==> src/rtl/float_mul_issue_queue_pkg.sv <==
// Shared types for the multiplier issue queue: operand width, issue FSM states
// and the packed operation record carried through the FIFO.
package float_mul_issue_queue_pkg;

   localparam int unsigned float_width   = 32;
   localparam int unsigned mul_tag_width = 4;

   typedef enum logic [1:0] {
      IDLE,
      ISSUE,
      WAIT
   } mul_issue_state_e;

   typedef struct packed {
      logic [float_width-1:0]   a;
      logic [float_width-1:0]   b;
      logic [mul_tag_width-1:0] tag;
   } mul_op_t;

endpackage

==> src/rtl/float_mul_issue_queue_sync_fifo.sv <==
// Power-of-two synchronous FIFO with occupancy count; the head entry is
// always visible on data_o, and pushes to a full / pops from an empty FIFO are ignored.
module sync_fifo #(
   parameter int unsigned WIDTH = 8,
   parameter int unsigned DEPTH = 4
) (
   input  logic                     clk_i,
   input  logic                     rst_ni,
   input  logic                     push_i,
   input  logic                     pop_i,
   input  logic [WIDTH-1:0]         data_i,
   output logic [WIDTH-1:0]         data_o,
   output logic [$clog2(DEPTH):0]   count_o
);

   localparam int unsigned PW = $clog2(DEPTH);

   logic [WIDTH-1:0] mem_q [DEPTH];
   logic [PW-1:0]    wrPtr_q, rdPtr_q;
   logic [PW:0]      count_q, count_d;
   logic             pushEn, popEn;

   assign pushEn  = push_i && (count_q != (PW+1)'(DEPTH));
   assign popEn   = pop_i && (count_q != '0);
   assign data_o  = mem_q[rdPtr_q];
   assign count_o = count_q;

   always_ff @(posedge clk_i) begin
      if (pushEn) begin
         mem_q[wrPtr_q] <= data_i;
      end
   end

   always_comb begin
      count_d = count_q;
      case ({pushEn, popEn})
         2'b10:   count_d = count_q + 1'b1;
         2'b01:   count_d = count_q - 1'b1;
         default: count_d = count_q;
      endcase
   end

   // Pointers wrap naturally because DEPTH is a power of two.
   always_ff @(posedge clk_i or negedge rst_ni) begin
      if (!rst_ni) begin
         wrPtr_q <= '0;
         rdPtr_q <= '0;
         count_q <= '0;
      end else begin
         if (pushEn) wrPtr_q <= wrPtr_q + 1'b1;
         if (popEn)  rdPtr_q <= rdPtr_q + 1'b1;
         count_q <= count_d;
      end
   end

endmodule

==> src/rtl/float_mul_issue_queue.sv <==
// Buffers tagged multiply operations, issues them one at a time to the
// multiplier over req/ack, and holds each product with its tag for the consumer.
module float_mul_issue_queue
   import float_mul_issue_queue_pkg::*;
#(
   parameter int unsigned FLOAT_WIDTH = float_width,
   parameter int unsigned DEPTH       = 4,
   parameter int unsigned TAG_WIDTH   = mul_tag_width,
   parameter int unsigned TIMEOUT     = 127
) (
   input  logic                       clk,
   input  logic                       rst,
   input  logic                       in_valid,
   output logic                       in_ready,
   input  logic [FLOAT_WIDTH-1:0]     in_a,
   input  logic [FLOAT_WIDTH-1:0]     in_b,
   input  logic [TAG_WIDTH-1:0]       in_tag,
   output logic                       mul_req,
   output logic [FLOAT_WIDTH-1:0]     mul_a,
   output logic [FLOAT_WIDTH-1:0]     mul_b,
   input  logic                       mul_ack,
   input  logic [FLOAT_WIDTH-1:0]     mul_out,
   output logic                       res_valid,
   input  logic                       res_ready,
   output logic [FLOAT_WIDTH-1:0]     res_out,
   output logic [TAG_WIDTH-1:0]       res_tag,
   output logic [$clog2(DEPTH):0]     count,
   output logic                       err
);

   localparam int unsigned OPW = 2*FLOAT_WIDTH + TAG_WIDTH;
   localparam int unsigned CW  = $clog2(DEPTH) + 1;
   localparam int unsigned WDW = $clog2(TIMEOUT + 1);

   mul_issue_state_e       state_q, state_d;
   logic [FLOAT_WIDTH-1:0] mulA_q, mulA_d, mulB_q, mulB_d;
   logic [FLOAT_WIDTH-1:0] resOut_q, resOut_d;
   logic [TAG_WIDTH-1:0]   tag_q, tag_d, resTag_q, resTag_d;
   logic                   resValid_q, resValid_d, err_q, err_d;
   logic [WDW-1:0]         wdog_q, wdog_d;
   logic [CW-1:0]          fifoCount;
   logic [OPW-1:0]         headOp;
   logic                   resFree, issue;

   assign in_ready = fifoCount < CW'(DEPTH);
   assign resFree  = !resValid_q || res_ready;
   assign issue    = (state_q == IDLE) && (fifoCount != '0) && resFree;

   sync_fifo #(
      .WIDTH (OPW),
      .DEPTH (DEPTH)
   ) u_fifo (
      .clk_i   (clk),
      .rst_ni  (rst),
      .push_i  (in_valid && in_ready),
      .pop_i   (issue),
      .data_i  ({in_a, in_b, in_tag}),
      .data_o  (headOp),
      .count_o (fifoCount)
   );

   // A capture on the same edge as a consumer accept overrides the clear.
   always_comb begin
      state_d    = state_q;
      mulA_d     = mulA_q;
      mulB_d     = mulB_q;
      tag_d      = tag_q;
      resOut_d   = resOut_q;
      resTag_d   = resTag_q;
      resValid_d = resValid_q;
      err_d      = err_q;
      wdog_d     = wdog_q;
      if (resValid_q && res_ready) begin
         resValid_d = 1'b0;
      end
      case (state_q)
         IDLE: begin
            if (issue) begin
               state_d = ISSUE;
               mulA_d  = headOp[OPW-1 -: FLOAT_WIDTH];
               mulB_d  = headOp[TAG_WIDTH +: FLOAT_WIDTH];
               tag_d   = headOp[TAG_WIDTH-1:0];
            end
         end
         ISSUE: begin
            state_d = WAIT;
            wdog_d  = '0;
         end
         WAIT: begin
            if (mul_ack) begin
               resOut_d   = mul_out;
               resTag_d   = tag_q;
               resValid_d = 1'b1;
               state_d    = IDLE;
            end else if (wdog_q == WDW'(TIMEOUT - 1)) begin
               err_d   = 1'b1;
               state_d = IDLE;
            end else begin
               wdog_d = wdog_q + 1'b1;
            end
         end
         default: state_d = IDLE;
      endcase
   end

   always_ff @(posedge clk or negedge rst) begin
      if (!rst) begin
         state_q    <= IDLE;
         mulA_q     <= '0;
         mulB_q     <= '0;
         tag_q      <= '0;
         resOut_q   <= '0;
         resTag_q   <= '0;
         resValid_q <= 1'b0;
         err_q      <= 1'b0;
         wdog_q     <= '0;
      end else begin
         state_q    <= state_d;
         mulA_q     <= mulA_d;
         mulB_q     <= mulB_d;
         tag_q      <= tag_d;
         resOut_q   <= resOut_d;
         resTag_q   <= resTag_d;
         resValid_q <= resValid_d;
         err_q      <= err_d;
         wdog_q     <= wdog_d;
      end
   end

   assign mul_req   = (state_q == ISSUE);
   assign mul_a     = mulA_q;
   assign mul_b     = mulB_q;
   assign res_valid = resValid_q;
   assign res_out   = resOut_q;
   assign res_tag   = resTag_q;
   assign count     = fifoCount;
   assign err       = err_q;

endmodule

==> config.mk <==
export PLATFORM = sky130hd
export DESIGN_NAME = float_mul_issue_queue
export DESIGN_NICKNAME = d
export VERILOG_FILES = /design/src/rtl/float_mul_issue_queue_pkg.sv /design/src/rtl/float_mul_issue_queue_sync_fifo.sv /design/src/rtl/float_mul_issue_queue.sv
export SDC_FILE = /design/constraint.sdc
export NUM_CORES = 1
export LEC_CHECK = 0
export BUFFER_PORTS_ARGS = -buffer_cell sky130_fd_sc_hd__buf_2
export CORE_MARGIN = 1
export CORE_UTILIZATION = 55
export DETAILED_ROUTE_END_ITERATION = 8
export PLACE_DENSITY = 0.87
export SLEW_MARGIN = 20
export SYNTH_ARGS = -nofsm -noshare
export SYNTH_HDL_FRONTEND = slang
export SYNTH_SLANG_ARGS = --single-unit
export TNS_END_PERCENT = 30
==> constraint.sdc <==
create_clock -name clk -period 5 [get_ports clk]
set_clock_uncertainty 0.15 [all_clocks]
set_input_delay 0.25 -clock clk [delete_from_list [all_inputs] [get_ports clk]]
set_output_delay 0.25 -clock clk [all_outputs]
set_load 0.02 [all_outputs]
==> flow_summary_export.csv <==
group,metric,value,unit
outcome,status,"finished, violations left",
outcome,violations,"DRC",
finish,n_antenna_cell,0,
global_routing,grt_pass1_wl,47100,um
critical_path,cp_num_buf_inv,3,
finish,drive_above_1_share,0.437,
critical_path,critPathCaptureType,"flop",
die,rows,59,
clocking,clkLatencyLatePin,520,ps
critical_path,reg2reg_from,"state_q[0]",
timing,fin_ws,2380,ps
pwr,combPwrFrac,0.303,
synthesis,synth.distinct_cells,33,
pwr,finalPower,11.3,mW
synthesis,yosys_warnings,0,
clocking,path_clk_slew,60,ps
timing,whs,79.1,ps
hold_path,hold_path.class,"in -> reg",
pwr,clkPwrFrac,0.262,
synthesis,synth_area,14700,um^2
synthesis,yosys-top-cells-area,"edfxtp_1 (55%), dfrtp_1 (21%), mux4_2 (10%)",
timing,drv_slew,0,
die,die_area,27500,um^2
critical_path,crit_start,"state_q[0]",
timing,period_needed,2620,ps
finish,post-route-util,0.704,
hold_path,hold_depth,3,
finish,area_delta_synth_final,25.2,%
drt,drt-vias-per-instance,5.51,
synthesis,syn_inst,684,
timing,period_share,0.524,
hold_path,holdPathEnd,"u_fifo.wrPtr_q[0]",
finish,final_nets,1133,
critical_path,cp_cell_sequence,"inv_1 -> ha_1 -> nor3b_2 -> buf_4 -> ha_1 -> inv_1 -> fa_1 -> xor2_1 -> nor2_1 -> xnor2_1",
clocking,htreeDepth,2,
placement,gp_congestion,0.775,
global_routing,first_global_vias,8558,
critical_path,crit_arrival,2910,ps
global_routing,antenna_found_initial,0,
placement,dp_hpwl,15100,um
global_routing,grt_start_max_net_pins,83,
drt,wl,29600,um
timing,tns,0,ps
finish,postLayoutCellArea,18400,um^2
pwr,irDropWorstVdd,0.481,mV
clocking,clock_path_buffers,3,
finish,multi_input_comb_area,3280,um^2
die,coreArea,26200,um^2
synthesis,syn-mean-instance-area,21.5,um^2
pwr,internal_power,7.80,mW
critical_path,cpLargestDelayFamily,"adder cells",
pwr,sw_frac_of_total,0.310,
finish,layout_commonest_cell,"edfxtp_1",
job,cap_violations,0,
synthesis,synth_top_area_frac,0.554,
die,die_x,166,um
clocking,post_cts_buffers,0,
drt,ant_nets,0,
drt,drt_pass1_iterations,6,
drt,drtIter0Drc,528,
drt,via_count,7626,
pwr,power.switching,3.50,mW
finish,final_cell_mix,"edfxtp_1 (272), buf_2 (210), dfrtp_1 (120), mux2_2 (104), dlygate4sd3_1 (103)",
die,start_util,0.562,
die,fp.dieH,166,um
timing,hold_viol_final,0,
timing,fmax,381,MHz
critical_path,required,5290,ps
die,ios,212,
critical_path,cp_slowest_cell,"buf_4",
pwr,p_leak,7.02,nW
clocking,root_buffer,"clkbuf_16",
synthesis,synth-seq-cells,394,
global_routing,overflow,0,
pwr,power_frac_seq,0.435,
critical_path,worst_setup_path_start_kind,"flop",
clocking,cts_tree,"yes",
placement,post-place-ws,2370,ps
timing,slew_headroom,0.262,
critical_path,slowest_delay,490,ps
placement,placed_cells,1205,
clocking,cts_made_buffers,40,
timing,rsz0062_at_grt,"no",
timing,finalSetupViolations,0,
finish,fillers,1558,
placement,port_buffers,211,
critical_path,r2r_slack,2380,ps
hold_path,min_from,"in_valid",
finish,seqCellArea,11200,um^2
synthesis,syn-num-nets,801,
clocking,cts.sinks,394,
synthesis,yosysTopAreaCell,"edfxtp_1",
synthesis,ys_seq_area_frac,0.761,
critical_path,crit_type,"reg -> reg",
critical_path,cp_max_fo,35,
critical_path,r2r_end,"u_fifo.count_o[2]",
critical_path,worstRegToRegCells,10,
timing,worstMarginPinSlew,1110,ps
finish,fin_cells,1383,
placement,place_area,16100,um^2
drt,avgRoutedWirePerCell,21.4,um
drt,drc_errors,41,
global_routing,grt.total_usage,0.225,
pwr,pwr_density_cell,613,nW/um^2
## routing by layer
layer,global-route usage,vias up,share of wire
met4,0.0817,0,0.028
met5,0,-,0
met3,0.0435,59,0.056
met2,0.401,294,0.53
met1,0.273,3900,0.39
li1,-,3373,-
## tightest hold or removal path, stage by stage
cell and delay [ps]:
buf_2 90, nor2b_1 210, xnor2_1 160
## synthesized netlist by cell type
cell / number
nor2_1: 4
mux2i_1: 2
inv_1: 11
buf_4: 8
edfxtp_1: 272
o31ai_1: 1
o21ai_1: 1
buf_6: 8
nand2_1: 9
nor3b_1: 1
o211ai_1: 1
nor4bb_1: 1
nor2b_1: 4
a21oi_1: 3
a21o_1: 2
and2_1: 4
clkbuf_1: 7
nand4_1: 3
mux2_2: 104
nand2b_1: 3
xnor2_1: 4
xor2_1: 2
nor4_1: 3
o21ai_0: 5
buf_2: 8
mux4_2: 68
nand3_1: 3
dfrtp_1: 122
ha_1: 11
and4b_1: 1
nor3_1: 5
fa_1: 1
mux2_4: 2
## worst max-delay path by stage
stage / to / slack [ps] / depth (start not counted)
floorplan: u_fifo.mem_q[0][0] / 1970 / 3
global placement: u_fifo.count_o[2] / 2380 / 10
detailed placement: u_fifo.count_o[2] / 2370 / 10
CTS: mul_a[19] / 2350 / 3
global route: u_fifo.count_o[2] / 2200 / 10
finish: u_fifo.count_o[2] / 2380 / 10
## registers in the layout (all words and copies together) (netlist names), 2 cells and up
signal,flops
u_fifo.mem_q,272
mul_a,32
mul_b,32
res_out,32
wdog_q,7
res_tag,4
tag_q,4
u_fifo.count_o,3
state_q,2
u_fifo.rdPtr_q,2
u_fifo.wrPtr_q,2
## layout make-up
| type | instances | share of cell area |
|---|---|---|
| clock buffer | 53 | 0.0602 |
| multi-input combinational | 248 | 0.178 |
| inverter | 11 | 0.00224 |
| clock inverter | 21 | 0.0112 |
| timing repair buffer | 321 | 0.117 |
| tap | 335 | 0.0227 |
| sequential | 394 | 0.609 |
## logic make-up after synthesis
group,Yosys count,share of synthesized area
muxes,176,0.187
DFF,394,0.761
AOI/OAI and AO/OA,13,0.00509
and+or+nand+nor,41,0.0151
xor gates and xnor gates,6,0.00357
buffers and inverters,42,0.0175
adders and majority gates,12,0.0107
## power by group through the flow
stage	clock network [mW]	logic [mW]	registers (mW)
6_report	2.96	3.43	4.92
5_1_grt	3.14	3.65	5.02
4_1_cts	3.01	3.43	4.93
3_5_place_dp	0	3.33	4.97
3_3_place_gp	0	3.23	4.93
2_1_floorplan	0	2.11	5.21
## what timing repair did
action | 4_1_cts | 5_1_grt
gates resized for setup | 0 | 0
hold buffers | 103 | 0
hold endpoints to repair | 389 | 0
No activity file was read; power rests on OpenSTA's default activity.
